File: config.mk
export PLATFORM = sky130hd
export DESIGN_NAME = alu_result_buffer
export DESIGN_NICKNAME = d
export VERILOG_FILES = /design/src/rtl/alu_result_buffer.sv
export SDC_FILE = /design/constraint.sdc
export NUM_CORES = 1
export LEC_CHECK = 0
export ABC_AREA = 1
export CORE_MARGIN = 2
export CORE_UTILIZATION = 52
export DETAILED_ROUTE_END_ITERATION = 16
export PLACE_DENSITY = 0.85
export RECOVER_POWER = 50
export SKIP_CTS_REPAIR_TIMING = 1
export SLEW_MARGIN = 20
export SYNTH_ARGS = -nofsm -noshare
export SYNTH_HDL_FRONTEND = slang
export SYNTH_SLANG_ARGS = --single-unit
File: constraint.sdc
create_clock -name clk -period 7.3 [get_ports clk]
set_clock_uncertainty 0.15 [all_clocks]
set_input_delay 1.095 -clock clk [delete_from_list [all_inputs] [get_ports clk]]
set_output_delay 1.095 -clock clk [all_outputs]
set_load 0.005 [all_outputs]
File: src/rtl/alu_result_buffer.sv
// alu_result_buffer: DEPTH-entry ALU result queue with valid/ready drain, forwarding register and flush.
//   clk, reset (sync, active-low)
//   in_valid/in_ready/in_data/in_flags/in_rd : ALU result push side
//   flush                                    : discard queued entries, clear fwd_valid
//   out_valid/out_ready/out_data/out_flags/out_rd : head entry to writeback
//   count                                    : occupancy
//   fwd_valid/fwd_data/fwd_rd                : most recently accepted result for bypass
module alu_result_buffer #(
    parameter int WIDTH = 16,
    parameter int DEPTH = 2,
    parameter int RD_W  = 3,
    parameter int CNT_W = $clog2(DEPTH + 1)
) (
    input  logic             clk,
    input  logic             reset,
    input  logic             in_valid,
    output logic             in_ready,
    input  logic [WIDTH-1:0] in_data,
    input  logic [3:0]       in_flags,
    input  logic [RD_W-1:0]  in_rd,
    input  logic             flush,
    output logic             out_valid,
    input  logic             out_ready,
    output logic [WIDTH-1:0] out_data,
    output logic [3:0]       out_flags,
    output logic [RD_W-1:0]  out_rd,
    output logic [CNT_W-1:0] count,
    output logic             fwd_valid,
    output logic [WIDTH-1:0] fwd_data,
    output logic [RD_W-1:0]  fwd_rd
);
    localparam int PTR_W = (DEPTH > 1) ? $clog2(DEPTH) : 1;
    localparam logic [CNT_W-1:0] FULL = CNT_W'(DEPTH);
    localparam logic [PTR_W-1:0] LAST = PTR_W'(DEPTH - 1);

    logic [WIDTH-1:0] data_q  [DEPTH];
    logic [3:0]       flags_q [DEPTH];
    logic [RD_W-1:0]  rd_q    [DEPTH];
    logic [PTR_W-1:0] wr_ptr_q, wr_ptr_d, rd_ptr_q, rd_ptr_d;
    logic [CNT_W-1:0] count_q, count_d;
    logic             fwd_valid_q, fwd_valid_d;
    logic [WIDTH-1:0] fwd_data_q, fwd_data_d;
    logic [RD_W-1:0]  fwd_rd_q, fwd_rd_d;
    logic             push, pop;

    assign out_valid = count_q != '0;
    assign in_ready  = (count_q != FULL) && reset;
    assign push      = in_valid && in_ready && !flush;
    assign pop       = out_valid && out_ready && !flush;
    assign count     = count_q;
    // Storage is never reset, so the head is masked while the queue is empty.
    assign out_data  = out_valid ? data_q[rd_ptr_q]  : '0;
    assign out_flags = out_valid ? flags_q[rd_ptr_q] : '0;
    assign out_rd    = out_valid ? rd_q[rd_ptr_q]    : '0;
    assign fwd_valid = fwd_valid_q;
    assign fwd_data  = fwd_data_q;
    assign fwd_rd    = fwd_rd_q;

    always_comb begin
        wr_ptr_d    = flush ? '0 : push ? ((wr_ptr_q == LAST) ? '0 : wr_ptr_q + 1'b1) : wr_ptr_q;
        rd_ptr_d    = flush ? '0 : pop ? ((rd_ptr_q == LAST) ? '0 : rd_ptr_q + 1'b1) : rd_ptr_q;
        count_d     = flush ? '0 : (push && !pop) ? count_q + 1'b1 : (pop && !push) ? count_q - 1'b1 : count_q;
        fwd_valid_d = !flush && (push || fwd_valid_q);
        fwd_data_d  = push ? in_data : fwd_data_q;
        fwd_rd_d    = push ? in_rd : fwd_rd_q;
    end

    always_ff @(posedge clk) begin
        if (!reset) begin
            wr_ptr_q    <= '0;
            rd_ptr_q    <= '0;
            count_q     <= '0;
            fwd_valid_q <= 1'b0;
            fwd_data_q  <= '0;
            fwd_rd_q    <= '0;
        end else begin
            wr_ptr_q    <= wr_ptr_d;
            rd_ptr_q    <= rd_ptr_d;
            count_q     <= count_d;
            fwd_valid_q <= fwd_valid_d;
            fwd_data_q  <= fwd_data_d;
            fwd_rd_q    <= fwd_rd_d;
        end
    end

    always_ff @(posedge clk) begin
        if (push) begin
            data_q[wr_ptr_q]  <= in_data;
            flags_q[wr_ptr_q] <= in_flags;
            rd_q[wr_ptr_q]    <= in_rd;
        end
    end
endmodule

# Word level (Yosys, flattened, before mapping)
# Memory sizes are Yosys's and may differ from the RTL's. A register that Yosys moved wholly into a read port is not among the register bits.
# Index checks and enable logic that the tools add are counted.
[op_classes] n_bitwise=1 shift=0 add_sub_neg=4 eq_ne=1 n_reduce_logical=15 n_mux=15 div=0 order_cmp=0 multipliers=0
[ops] operator="2-to-1 mux 16 bit" count=1
[ops] operator="2-to-1 mux 1 bit" count=10
[ops] operator="logical AND 1 bit" count=8
[ops] operator="2-to-1 mux 2 bit" count=2
[ops] operator="2-to-1 mux 4 bit" count=1
[ops] operator="nonzero test 2 bit" count=2
[ops] operator="zero test 1 bit" count=3
[ops] operator="2-to-1 mux 3 bit" count=1
[ops] operator="adder 1 bit, second input constant" count=2
[ops] operator="adder 2 x 1 -> 2 bit, second input constant" count=1
[ops] operator="!= test 2 bit, second input constant" count=1
[ops] operator="OR reduction 2 bit" count=1
[ops] operator="subtractor 2 x 1 -> 2 bit, second input constant" count=1
[ops] operator="logical OR 1 bit" count=1
[ops] operator="inverter 1 bit" count=1
[word_totals] latchBits=0 mem_bits_ro=0 ramBits=46 output_inout_bits=47 reg_bits=24 wordCells=45 in_bits=28 memories=3
[memory_table] memory="data_q" depth=2 width=16 read_ports=1 rd_ports_with_merged_regs=1 wr=1 line_no="36" rtl="logic [WIDTH-1:0] data_q [DEPTH];"
[memory_table] memory="flags_q" depth=2 width=4 read_ports=1 rd_ports_with_merged_regs=1 wr=1 line_no="37" rtl="logic [3:0] flags_q [DEPTH];"
[memory_table] memory="rd_q" depth=2 width=3 read_ports=1 rd_ports_with_merged_regs=1 wr=1 line_no="38" rtl="logic [RD_W-1:0] rd_q [DEPTH];"

# Longest topological paths before layout
[logic_depth] word_depth=8 depth_mapped=12 depth_no_buf=11

# Worst setup path after synthesis
# OpenSTA, ideal clock, no wires.
[synth_timing] kind="in2reg" start="in flush" end="mem data_q[1][0], enable pin" path_stages=4 path_buffers=1 required_time_ns=6.747 setup_slack_ns=4.242 arrival_time_ns=2.505 path_cell_list="inv_1 -> nand4_4 -> buf_2 -> nor2_1"
[synth_between] elab_chain_cells=4
[synth_rtl] item="start: declaration" line_no="21" rtl="input logic flush,"
[synth_rtl] item="zero test 1 bit" line_no="48" rtl="assign push = in_valid && in_ready && !flush;"
[synth_rtl] item="logical AND 1 bit" line_no="48"
[synth_rtl] item="2-to-1 mux 1 bit" line_no="87" rtl="if (push) begin"
[synth_rtl] item="2-to-1 mux 1 bit (not written as such)" line_no="88" rtl="data_q[wr_ptr_q] <= in_data;"
[synth_rtl] item="end: declaration" line_no="36"
# Every way passes these cells.

# Worst setup path in the final report
[layout_timing] start="in reset" end="mem data_q[1][1], enable pin"
[layout_between] elab_chain_cells=5
[layout_rtl] item="start: declaration" line_no="15" rtl="input logic reset,"
[layout_rtl] item="logical AND 1 bit" line_no="47" rtl="assign in_ready = (count_q != FULL) && reset;"
[layout_rtl] item="logical AND 1 bit (2 in a row)" line_no="48"
[layout_rtl] item="2-to-1 mux 1 bit" line_no="87"
[layout_rtl] item="2-to-1 mux 1 bit (not written as such)" line_no="88"
# Every way passes these cells.

==> results.toml <==
[run_status]
outcome = "finished, violations left"
violations = "capacitance limit, slew limit"

[grt]
grt_pass1_wl_um = 9832
grt_overflow_total = 0
first_global_vias = 2097
grt_use_total = 0.2123
grt_max_degree = 42
antenna_found_initial = 0

[worst_setup_path]
cp_max_fo = 41
crit_required_ps = 7110
path_class = "in2reg"
critical_path.startpoint_type = "primary input"
crit_path_end_kind = "flip-flop"
crit_arrival_ps = 4530

[placement]
dpl.cell_count = 418
numPortBuffers = 74
dpl.hpwl_um = 4157
dpl_worst_slack_ps = 3054
gp_congestion = 0.9019

[finish]
fin_cells = 434
antenna_cells = 0
drive_above_1_share = 0.06593
multi_input_area_sq_um = 730.7
seq_area_sq_um = 1882
fin_nets = 388
areaGrowthSynthToFinish_pct = 34.22
fillers = 346

[drt]
viasPerCell = 5.014
drtPass1Iterations = 4
first_iter_violations = 194
drcViolationCount = 0
final_antenna_net_count = 0
wl_per_cell_um = 14.05
via_count = 2176
routed_wl_um = 6096

[synth]
ys_types = 17
async_flop_share = 0
synth_edf_count = 46
seq_area_frac_synth = 0.6649
netlist_area_sq_um = 2830
netlist.area_leader.share = 0.4881
synth_nets = 315
synthCells = 286
synthTopCellsByCount = "nand2_1 (91), edfxtp_1 (46), nor2_1 (41)"
syn_avg_cell_area_sq_um = 9.896
synth_top_area_cell = "edfxtp_1"
synth_ff_type = "edfxtp_1"
synth.most_common_cell = "nand2_1"
netlist_top_cells_area = "edfxtp_1 (49%), dfxtp_1 (18%), nand2_1 (12%)"
synth_warnings = 0
ys_ff_latch = 71

[floorplanning]
io_pins = 75
die_y_um = 77.78
fp.dieArea_sq_um = 6049
rows = 26
start_util = 0.5472
die_w_um = 77.78
core_sq_um = 5172

[timing]
rsz0062_at_grt = "false"
timing.hold.ws_ps = 302.6
worst_slack_ps = 2587
slew_headroom = -0.007537
hold_viol = 0
max_freq_mhz = 212.2
setup_viol = 0
fin_crit_ps = 4713
slew_violations = 42
finalCritPeriodShare = 0.6456
finalSetupTns_ps = 0
worst_pin_slew_ps = 1507

[pwr]
p_leak_nw = 1.574
power_density_nw_per_um2 = 226.7
ir_drop_mv = 0.1283

[run]
cap_violations = 1

[clock_tree]
cts_buffers = 9
cts_tree = "done"
clk_latency_ps = 340
clkSinkCount = 71
clockBufferDepth = 2
htree_levels = 3
path_clk_slew_ps = 70
cts-root-buf = "clkbuf_8"

[hold_path]
hold_class = "reg2reg"
[routing by layer]
layer,track usage,vias up,wire length (um)
met2,0.3414,80,3125
met3,0.05000,19,376
li1,-,1056,-
met1,0.2698,1021,2439
met5,0,-,0
met4,0.1036,0,155
[sequential cells by signal (all words and copies together) (netlist names), named ones only]
| name | flops |
|---|---|
| data_q | 32 |
| fwd_data | 16 |
| flags_q | 8 |
| rd_q | 6 |
| fwd_rd | 3 |
| count | 2 |
| fwd_valid | 1 |
| rd_ptr_q | 1 |
| wr_ptr_q | 1 |
[critical path: stages]
cell,delay (ps)
dlygate4sd3_1,1010
nand4_1,1320
nor2_4,1080
[through the flow]
| stage | power [W] | cell area [sq um] | utilization |
|---|---|---|---|
| 2_1_floorplan | 0.0004826 | 2830 | - |
| 3_3_place_gp | 0.0005248 | 3573 | 0.6909 |
| 3_5_place_dp | 0.0005273 | 3573 | 0.6909 |
| 4_1_cts | 0.0008705 | 3811 | 0.7368 |
| 5_1_grt | 0.0008902 | 3799 | 0.7344 |
| 6_report | 0.0008613 | 3799 | 0.7344 |
[where the power goes]
group / internal (W) / switching (W) / total [W]
Combinational: 0.0000347 / 0.0000351 / 0.0000699
Clock: 0.000204 / 0.000144 / 0.000348
Sequential: 0.000438 / 0.00000505 / 0.000443
Total: 0.000677 / 0.000184 / 0.000861
[path summary, 6_finish.rpt]
| kind | startpoint | end | slack (ps) | cells after the start |
|---|---|---|---|---|
| min reg2reg | fwd_valid | fwd_valid | 300 | 2 |
| max | reset | data_q[1][1] | 2590 | 3 |
| max reg2reg | count[0] | data_q[1][1] | 4040 | 4 |
| min | fwd_valid | fwd_valid | 300 | 2 |
[kinds of logic after synthesis]
group | count (synthesis) | share of synthesized area
compound gates | 32 | 0.06455
fa+ha+maj | 1 | 0.004420
buf+inv | 44 | 0.07339
flops | 71 | 0.6649
simple gates | 138 | 0.1928
[cell type report]
cell class	instances	area share
Sequential cell	71	0.4954
Multi-Input combinational cell	171	0.1924
Clock inverter	3	0.003623
Inverter	32	0.03162
Timing Repair Buffer	74	0.1950
Clock buffer	13	0.05896
Tap cell	70	0.02306
[placed cells by master (no fill, tap or decap)]
cell type,netlist,final
dlygate4sd3_1,0,46
clkbuf_8,0,9
nor2_1,41,40
clkinv_1,0,2
nor2_4,0,1
a21oi_2,6,6
nand4_1,1,2
inv_4,0,1
a21oi_1,24,24
nand3_1,2,2
inv_2,2,2
clkbuf_16,0,4
inv_1,30,30
clkdlybuf4s50_1,0,28
nand2_1,91,92
o21ai_0,2,2
nand2_2,2,1
dfxtp_1,25,25
ha_1,1,1
edfxtp_1,46,46
(Power assumes the default switching activity.)
